==> src/rtl/wb_stage.sv <==
// Write-back stage: retires the memory-stage instruction, drives the GPR and CSR write
// ports, commits exceptions and ertn, and flushes all upstream stages.
module wb_stage #(
  parameter int unsigned EX_W = 6
) (
  input  logic            clk,
  input  logic            rst,
  input  logic            ms_to_ws_valid,
  output logic            ws_allowin,
  input  logic [31:0]     ms_pc,
  input  logic            ms_rf_we,
  input  logic [4:0]      ms_rf_waddr,
  input  logic [31:0]     ms_rf_wdata,
  input  logic            ms_csr_re,
  input  logic            ms_csr_we,
  input  logic [13:0]     ms_csr_num,
  input  logic [31:0]     ms_csr_wmask,
  input  logic [31:0]     ms_csr_wvalue,
  input  logic            ms_ertn,
  input  logic [EX_W-1:0] ms_ex_vec,
  input  logic [31:0]     ms_vaddr,
  output logic            csr_re,
  output logic [13:0]     csr_num,
  input  logic [31:0]     csr_rvalue,
  output logic            csr_we,
  output logic [31:0]     csr_wmask,
  output logic [31:0]     csr_wvalue,
  output logic            wb_ex,
  output logic [5:0]      wb_ecode,
  output logic [8:0]      wb_esubcode,
  output logic [31:0]     wb_pc,
  output logic [31:0]     wb_vaddr,
  output logic            ertn_flush,
  output logic            ws_flush,
  output logic            rf_we,
  output logic [4:0]      rf_waddr,
  output logic [31:0]     rf_wdata,
  output logic [31:0]     retired_cnt,
  output logic [31:0]     debug_wb_pc,
  output logic [3:0]      debug_wb_rf_we,
  output logic [4:0]      debug_wb_rf_wnum,
  output logic [31:0]     debug_wb_rf_wdata
);

  localparam logic [5:0] ECODE_INT  = 6'h00;
  localparam logic [5:0] ECODE_ADEF = 6'h08;
  localparam logic [5:0] ECODE_INE  = 6'h0D;
  localparam logic [5:0] ECODE_SYS  = 6'h0B;
  localparam logic [5:0] ECODE_BRK  = 6'h0C;
  localparam logic [5:0] ECODE_ALE  = 6'h09;

  logic            ws_valid;
  logic            ws_ready_go;
  logic            ws_has_ex;
  logic [31:0]     pc_r;
  logic            rf_we_r;
  logic [4:0]      rf_waddr_r;
  logic [31:0]     rf_wdata_r;
  logic            csr_re_r;
  logic            csr_we_r;
  logic [13:0]     csr_num_r;
  logic [31:0]     csr_wmask_r;
  logic [31:0]     csr_wvalue_r;
  logic            ertn_r;
  logic [EX_W-1:0] ex_vec_r;
  logic [31:0]     vaddr_r;

  assign ws_ready_go = 1'b1;
  assign ws_allowin  = !ws_valid || ws_ready_go;

  always_ff @(posedge clk or posedge rst) begin
    if (rst) begin
      ws_valid <= 1'b0;
    end else if (ws_allowin) begin
      ws_valid <= ms_to_ws_valid && !ws_flush;
    end
  end

  always_ff @(posedge clk or posedge rst) begin
    if (rst) begin
      pc_r         <= '0;
      rf_we_r      <= 1'b0;
      rf_waddr_r   <= '0;
      rf_wdata_r   <= '0;
      csr_re_r     <= 1'b0;
      csr_we_r     <= 1'b0;
      csr_num_r    <= '0;
      csr_wmask_r  <= '0;
      csr_wvalue_r <= '0;
      ertn_r       <= 1'b0;
      ex_vec_r     <= '0;
      vaddr_r      <= '0;
    end else if (ms_to_ws_valid && ws_allowin) begin
      pc_r         <= ms_pc;
      rf_we_r      <= ms_rf_we;
      rf_waddr_r   <= ms_rf_waddr;
      rf_wdata_r   <= ms_rf_wdata;
      csr_re_r     <= ms_csr_re;
      csr_we_r     <= ms_csr_we;
      csr_num_r    <= ms_csr_num;
      csr_wmask_r  <= ms_csr_wmask;
      csr_wvalue_r <= ms_csr_wvalue;
      ertn_r       <= ms_ertn;
      ex_vec_r     <= ms_ex_vec;
      vaddr_r      <= ms_vaddr;
    end
  end

  always_ff @(posedge clk or posedge rst) begin
    if (rst) begin
      retired_cnt <= '0;
    end else if (ws_valid && !ws_has_ex) begin
      retired_cnt <= retired_cnt + 32'd1;
    end
  end

  assign ws_has_ex = ws_valid && (|ex_vec_r);

  // Fixed-priority pick; lower flags are ignored once a higher one is set.
  always_comb begin
    wb_ecode    = '0;
    wb_esubcode = '0;
    wb_vaddr    = '0;
    if (ws_has_ex) begin
      if (ex_vec_r[0]) begin
        wb_ecode = ECODE_INT;
      end else if (ex_vec_r[1]) begin
        wb_ecode = ECODE_ADEF;
        wb_vaddr = pc_r;
      end else if (ex_vec_r[2]) begin
        wb_ecode = ECODE_INE;
      end else if (ex_vec_r[3]) begin
        wb_ecode = ECODE_SYS;
      end else if (ex_vec_r[4]) begin
        wb_ecode = ECODE_BRK;
      end else begin
        wb_ecode = ECODE_ALE;
        wb_vaddr = vaddr_r;
      end
    end
  end

  assign wb_ex      = ws_has_ex;
  assign wb_pc      = pc_r;
  assign ertn_flush = ws_valid && ertn_r && !(|ex_vec_r);
  assign ws_flush   = wb_ex || ertn_flush;

  assign csr_re     = ws_valid && csr_re_r;
  assign csr_we     = ws_valid && csr_we_r && !ws_has_ex;
  assign csr_num    = csr_num_r;
  assign csr_wmask  = csr_wmask_r;
  assign csr_wvalue = csr_wvalue_r;

  assign rf_we    = ws_valid && rf_we_r && !ws_has_ex && (rf_waddr_r != 5'd0);
  assign rf_waddr = rf_waddr_r;
  assign rf_wdata = csr_re_r ? csr_rvalue : rf_wdata_r;

  assign debug_wb_pc       = pc_r;
  assign debug_wb_rf_we    = {4{rf_we}};
  assign debug_wb_rf_wnum  = rf_waddr_r;
  assign debug_wb_rf_wdata = rf_wdata;

endmodule

==> config.mk <==
export PLATFORM = sky130hd
export DESIGN_NAME = wb_stage
export DESIGN_NICKNAME = d
export VERILOG_FILES = /design/src/rtl/wb_stage.sv
export SDC_FILE = /design/constraint.sdc
export NUM_CORES = 1
export LEC_CHECK = 0
export ABC_AREA = 1
export BUFFER_PORTS_ARGS = -buffer_cell sky130_fd_sc_hd__clkbuf_2
export CORE_AREA = 2 2 204 206
export DETAILED_ROUTE_END_ITERATION = 8
export DIE_AREA = 0 0 206 208
export PLACE_DENSITY_LB_ADDON = 0.1
export SYNTH_ARGS = -nofsm -noshare
export SYNTH_HDL_FRONTEND = slang
export SYNTH_SLANG_ARGS = --single-unit
==> constraint.sdc <==
create_clock -name clk -period 14.7 [get_ports clk]
set_input_delay 2.94 -clock clk [delete_from_list [all_inputs] [get_ports clk]]
set_output_delay 2.94 -clock clk [all_outputs]
set_load 0.005 [all_outputs]
# Yosys cells after proc, flatten, opt, wreduce, memory -nomap -nowiden
# Index checks and enable logic that the tools add are counted.
# word_totals
regBits,222
word_cells,45
# classes
n_addsub,1
muxes,13
n_reduce_logical,17
# ops
operator,count
32-bit two-way mux,7
32-bit by 1-bit adder with 32-bit output (second input constant),1
3-bit two-way mux,4
1-bit logical AND,11
4-bit two-way mux,2
6-bit OR reduction,1
5-bit nonzero test,1
1-bit zero test,3
1-bit logical OR,1

# Depth between registers and ports, before layout
# Gate-level depths: netlist (run 1).
# depth
depth_word,6
ltp_mapped,9
depth_no_buf,8

# Worst setup path before layout (run 1)
# Ideal clock, no wire load.
# synth_path
path_type,input-to-output
startpoint,in csr_rvalue[25]
endpoint,out rf_wdata[25]
arrival_time_ps,3256
slack_ps,8504
stages,3
path_buffers,1
path_cell_list,nand2_1 -> o21ai_0 -> buf_4
# synth_between
elab_chain_cells,1
# synth_rtl
element,line_no,text
from (decl),24,"input logic [31:0] csr_rvalue,"
32-bit two-way mux,156,assign rf_wdata = csr_re_r ? csr_rvalue : rf_wdata_r;
to (decl),37,"output logic [31:0] rf_wdata,"
# Every way passes these cells.

# Final worst setup path (run 1)
# layout_path
startpoint,in csr_rvalue[10]
endpoint,out debug_wb_rf_wdata[10]
# layout_between
elab_chain_cells,1
# layout_rtl
element,line_no,text
32-bit two-way mux,156,
to (decl),42,output logic [31:0] debug_wb_rf_wdata
# Every way passes these cells.

==> results of run 1 <==
kinds of logic after synthesis:
group,Yosys count
adder cells (fa/ha/maj),1
AO/OA/AOI/OAI,109
buffers and inverters,213
AND/OR/NAND/NOR,764
other,2
XOR/XNOR,13
flip-flops,222
how the worst max path moves through the flow:
| stage | startpoint | slack (ps) | cells past startpoint | end |
|---|---|---|---|---|
| 2_1_floorplan | rst | 5680 | 1 | csr_num[0]$_DFFE_PP0P_ |
| 3_3_place_gp | csr_rvalue[10] | 8300 | 4 | debug_wb_rf_wdata[10] |
| 3_5_place_dp | csr_rvalue[10] | 8290 | 4 | debug_wb_rf_wdata[10] |
| 4_1_cts | csr_rvalue[10] | 8290 | 4 | debug_wb_rf_wdata[10] |
| 5_1_grt | csr_rvalue[15] | 8240 | 4 | rf_wdata[15] |
| 6_report | csr_rvalue[10] | 8280 | 4 | debug_wb_rf_wdata[10] |
per-stage QoR:
stage          instance area [um2]  instances
2_1_floorplan                10500       1334
4_1_cts                      13800       2286
6_report                     13800       2287
5_1_grt                      13800       2286
3_3_place_gp                 12900       2239
3_5_place_dp                 12900       2239
critical path, stage by stage:
cell and delay [ps]:
clkbuf_2 70, nand2_1 40, o21ai_0 220, clkbuf_2 200
cell usage after synthesis (all sizes together), types with 5 or more instances:
master / instances
nand4: 5
a21oi: 33
buf: 101
clkbuf: 49
nand2: 647
inv: 62
nand3b: 20
o21ai: 76
xor2: 10
nor3: 5
nand3: 41
nor2: 46
dfrtp: 222
cells in the final DEF, fill, tap and decap left out, types with 4 or more instances in the layout:
cell type	synthesis	final
nand2_1	646	646
clkbuf_2	0	516
dfrtp_1	222	221
o21ai_0	75	75
inv_1	60	58
nand3_1	40	40
nor2_1	33	33
a21oi_1	33	33
clkbuf_16	0	27
nand3b_1	20	20
conb_1	2	12
clkbuf_1	49	10
xor2_1	9	9
nor2_2	8	8
clkbuf_8	0	6
buf_4	87	6
nor3_1	5	5
nor2_4	4	4
nand4_1	4	4
state kept, by name (all words and copies together), names as in the netlist:
| register | flops |
|---|---|
| csr_num | 14 |
| csr_re_r | 1 |
| csr_we_r | 1 |
| csr_wmask | 32 |
| csr_wvalue | 32 |
| debug_wb_pc | 32 |
| debug_wb_rf_wnum | 5 |
| ertn_r | 1 |
| ex_vec_r | 6 |
| retired_cnt | 32 |
| rf_wdata_r | 32 |
| rf_we_r | 1 |
| vaddr_r | 32 |
| ws_valid | 1 |
report_power, final:
part,switching (mW),total [mW],internal [mW]
Sequential,0.0395,0.700,0.660
Combinational,0.135,0.231,0.0960
Clock,0.270,0.637,0.367
per-layer routing:
layer,track usage,share of wire
met1,0.213,0.42
met2,0.284,0.48
met3,0.0627,0.088
met4,0.0325,0.017
met5,0,0.00099
final cells by class:
type | instances | share of cell area
Multi-Input combinational cell | 899 | 0.278
Inverter | 63 | 0.0179
Timing Repair Buffer | 523 | 0.192
Antenna cell | 1 | 0.000182
Clock inverter | 4 | 0.00173
Tap cell | 532 | 0.0484
Sequential cell | 222 | 0.404
Clock buffer | 43 | 0.0578
==> metrics.yaml, run 1 <==
run_status:
  status: "completed"
timing:
  rsz0062_at_grt: "no"
  fin_hold_ws_ps: 469
  hold_viol: 0
  tns_ps: 0
  slew_headroom: 0.284
  slew_violations: 0
  clock.fmax_mhz: 156
  clock_skew_ps: 12.0
  min_period_over_period: 0.437
  fin_crit_ps: 6420
  setup_slack_ps: 8280
  tightest_slew_ps: 1070
  setup_viol: 0
power_and_ir_drop:
  p_leak_nw: 7.69
  power_density_mw_per_mm2: 114
  power_mw: 1.57
  ir_drop_uv: 72.7
final_layout:
  drive_gt1_frac: 0.332
  multi_input_area_mm2: 0.00383
  final_nets: 1961
  fillers: 4486
  final_util: 0.339
  ff_latch_area_mm2: 0.00556
  syn2layout_area_growth_pct: 31.0
setup_path:
  worstPathArrival_ps: 3480
  path_class: "input pin to output port"
  crit_required_ps: 11760
  rr_worst_depth: 6
  r2r_setup_slack_ps: 12110
  rr_startpoint: "ex_vec_r[2]$_DFFE_PP0P_"
  start_kind: "input pin"
  endpoint_kind: "output port"
  regToRegEndpoint: "retired_cnt[21]$_DFFE_PP0P_"
  crit_fanout: 2
drt:
  firstDrtPassIters: 5
  routed_wl_um: 37500
  wl_per_cell_um: 16.4
  drt-initial-drc-count: 549
  vias: 9568
  viasPerCell: 4.18
  ant_nets: 0
  drc: 0
grt:
  grt_util_all_layers: 0.171
  grt_pass1_vias: 9430
  antenna_found_initial: 4
  grt-ovfl-total: 0
  grt_start_max_net_pins: 97
  grt_pass1_wl_um: 56800
hold_path:
  hp-class: "flop to flop"
  min_to: "csr_wvalue[15]$_DFFE_PP0P_"
  min_path_cells: 2
  min_from: "csr_wvalue[15]$_DFFE_PP0P_"
yosys:
  synth_warnings: 0
  netlist_instances: 1324
  synth_top_family_by_area: "simple AND/OR/NAND/NOR gates"
  ys_seq_elements: 222
  synth.mux.area_fraction: 0
  ys_seq_area_frac: 0.529
  synth_xor_xnor_area_share: 0.0116
  synthSimpleGateAreaFrac: 0.295
  synth-compound-area-share: 0.0519
  synth_ff_type: "dfrtp_1"
  synth_adder_area_share: 0.00119
  synth_edf_count: 0
  netlist_area_mm2: 0.0105
  synth.avg_cell_area_um2: 7.93
  synth.top_cell.area_share: 0.529
  async_reset_ff_frac: 1.00
  yosysTopAreaCell: "dfrtp_1"
  ys_top_cells_by_area: "dfrtp_1 (53%), nand2_1 (23%), buf_4 (6.2%)"
  synth_cell_types: 29
floorplan:
  num_rows: 74
  dieArea_mm2: 0.0428
  ios: 530
  dieHeight_um: 208
  core_area_mm2: 0.0406
  initial_core_util: 0.259
  die_w_um: 206
clock_tree:
  clock_tree.root_cell: "clkbuf_16"
  numCtsBuffers: 27
  tritoncts: "done"
  cts_resized: 0
  clockBufferDepth: 3
  clock_sinks: 222
  cts_setup_buffers: 0
  ctsHoldBuffers: 0
  cts.clk_slew.worst_paths_ps: 60
  clk_latency_ps: 560
  cts_max_level: 1
placement:
  portBuffers: 517
  place_ws_ps: 8290
  gp_congestion: 0.800
  dp_hpwl_um: 27200
run:
  drv_cap: 0
Power figures use the tool's default switching activity.
==> run 2: changes to the inputs <==
- clock period: 14.7 -> 5.5 ns (I/O delays scaled with it)
==> run 2 against run 1 <==
Flip-flop and latch count did not move; wire length fell by 1.5%; clock power rose to 2.9 times the previous value; register-to-register slack got worse by 9100 ps; largest cell class unchanged; critical path type is now flop to output port; global-route usage fell by 0.23 points; total power rose to 2.7 times the previous value; cell count rose by 0.17%; hold slack improved by 1.2 ps; critical path depth did not move; die area did not move; final area rose by 0.71%.
==> metrics.yaml, run 2 (synthesis gave the netlist of run 1 again) <==
run_status:
  status: "completed"
timing:
  min_period_over_period: 0.757
  rsz0062_at_grt: "no"
  clock.fmax_mhz: 240
  setup_viol: 0  # unchanged
  fin_crit_ps: 4160
  tightest_slew_ps: 1120  # +47.6 ps
  slew_violations: 0  # unchanged
  slew_headroom: 0.252  # -0.0317
  hold_viol: 0  # unchanged
  tns_ps: 0  # unchanged
  clock_skew_ps: 11.6  # -0.443 ps
drt:
  drt-initial-drc-count: 451  # -18%
  ant_nets: 0  # unchanged
  drc: 0  # unchanged
  firstDrtPassIters: 4  # -1
  vias: 9590  # +0.23%
  wl_per_cell_um: 16.1  # -1.6%
  viasPerCell: 4.19  # about the same
  routed_wl_um: 37000  # -1.5%
clock_tree:
  clockBufferDepth: 3  # unchanged
  clock_sinks: 222  # unchanged
  ctsHoldBuffers: 0  # unchanged
  cts.clk_slew.worst_paths_ps: 60  # about the same
  clk_latency_ps: 560  # about the same
  cts_max_level: 1  # unchanged
  tritoncts: "done"
  cts_setup_buffers: 0  # unchanged
  numCtsBuffers: 28  # +3.7%
  cts_resized: 0  # unchanged
  clock_tree.root_cell: "clkbuf_16"
floorplan:
  dieArea_mm2: 0.0428  # unchanged
  initial_core_util: 0.259  # unchanged
  num_rows: 74  # unchanged
  core_area_mm2: 0.0406  # unchanged
  die_w_um: 206  # unchanged
  dieHeight_um: 208  # unchanged
  ios: 530  # unchanged
final_layout:
  final_cell_mix: "nand2_1 (646), clkbuf_2 (516), dfrtp_1 (221)"
  drive_gt1_frac: 0.334  # +0.00209
  syn2layout_area_growth_pct: 31.9
  final_common_cell: "nand2_1"
  fillers: 4466  # -0.45%
  final_nets: 1963  # +0.10%
  final_util: 0.342  # +0.00241
power_and_ir_drop:
  p_leak_nw: 7.73  # +0.55%
  power_density_mw_per_mm2: 311  # +170%
  ir_drop_uv: 197  # +170%
grt:
  grt-ovfl-total: 0  # unchanged
  grt_start_max_net_pins: 124  # +28%
  grt_pass1_vias: 9596  # +1.8%
  grt_util_all_layers: 0.169  # -0.00227
  grt_pass1_wl_um: 56200  # -0.92%
  antenna_found_initial: 4  # unchanged
setup_path:
  worstPathArrival_ps: 3060  # -420 ps
  crit_required_ps: 4400  # -7360 ps
  crit_family: "simple AND/OR/NAND/NOR gates"
  cpPeakStageDelay_ps: 680  # +460 ps
  crit_fanout: 34  # +32
  path_cells: "nor2_4, nand4_4, nor3_1, clkbuf_2"
  endpoint_kind: "output port"
  crit_buf_inv: 1  # -1
  slowest_stage: "nor3_1"
  path_class: "flop to output port"
  r2r_setup_slack_ps: 3010  # -9100 ps
  start_kind: "flop"
placement:
  gp_congestion: 0.771  # -3.6%
  portBuffers: 517  # unchanged
  dp_hpwl_um: 27100  # -0.16%
run:
  drv_cap: 0  # unchanged
hold_path:
  hp-class: "flop to flop"
==> run 2: cell types whose count changed in the layout (fill, tap and decap cells not counted), sizes merged <==
cell,delta
bufinv,+1
clkbuf,+1
buf,+1
inv,-2
clkinvlp,+1
clkinv,+2
==> run 2: path summary, 6_finish.rpt <==
kind,from,endpoint,depth (start not counted)
max,ex_vec_r[2]$_DFFE_PP0P_,rf_we,4
min,csr_wmask[24]$_DFFE_PP0P_,csr_wmask[24]$_DFFE_PP0P_,2
max reg2reg,ex_vec_r[2]$_DFFE_PP0P_,retired_cnt[27]$_DFFE_PP0P_,6
min reg2reg,csr_wmask[24]$_DFFE_PP0P_,csr_wmask[24]$_DFFE_PP0P_,2
max in group asynchronous,rst,debug_wb_pc[5]$_DFFE_PP0P_,3
min in group asynchronous,rst,csr_wvalue[18]$_DFFE_PP0P_,2
==> run 2: area by class of cell <==
cell class | instances | area [um2] | share of cell area
sequential | 222 | 5560 | 0.401
multi-input combinational | 899 | 3830 | 0.276
timing repair buffer | 524 | 2660 | 0.192
clock buffer | 44 | 831 | 0.0600
tap | 532 | 666 | 0.0480
inverter | 63 | 243 | 0.0175
clock inverter | 6 | 70.1 | 0.00506
antenna | 1 | 2.50 | 0.000181
==> run 2: where the power goes <==
group	total (mW)	switching [mW]	internal [mW]
sequential	1.87	0.104	1.77
clock	1.82	0.738	1.08
combinational	0.618	0.361	0.258
total	4.30	1.20	3.10
==> run 2: worst reg2reg max path, delay by kind of cell, from the launching register on <==
family | cells | cell delay, ps
AND/OR/NAND/NOR | 6 | 1950
flip-flops | 1 | 430
==> run 2: stage by stage <==
step	hold WS, ps	instance area, um2	std cells	setup WS, ps	total power [mW]
finish	470	13900	2291	1340	4.30
global placement	453	12900	2240	1790	2.53
detailed placement	459	12900	2240	1720	2.53
CTS	473	13900	2290	1110	4.40
floorplan	443	10500	1334	1500	2.24
global route	490	13900	2291	1010	4.56
==> run 2: routing by layer <==
| metal | vias up | part of all wire | track usage |
|---|---|---|---|
| met4 | 6 | 0.027 | 0.0480 |
| met3 | 59 | 0.077 | 0.0509 |
| li1 | 4816 | - | - |
| met1 | 4382 | 0.42 | 0.209 |
| met5 | - | 0.0011 | 0 |
| met2 | 327 | 0.48 | 0.283 |
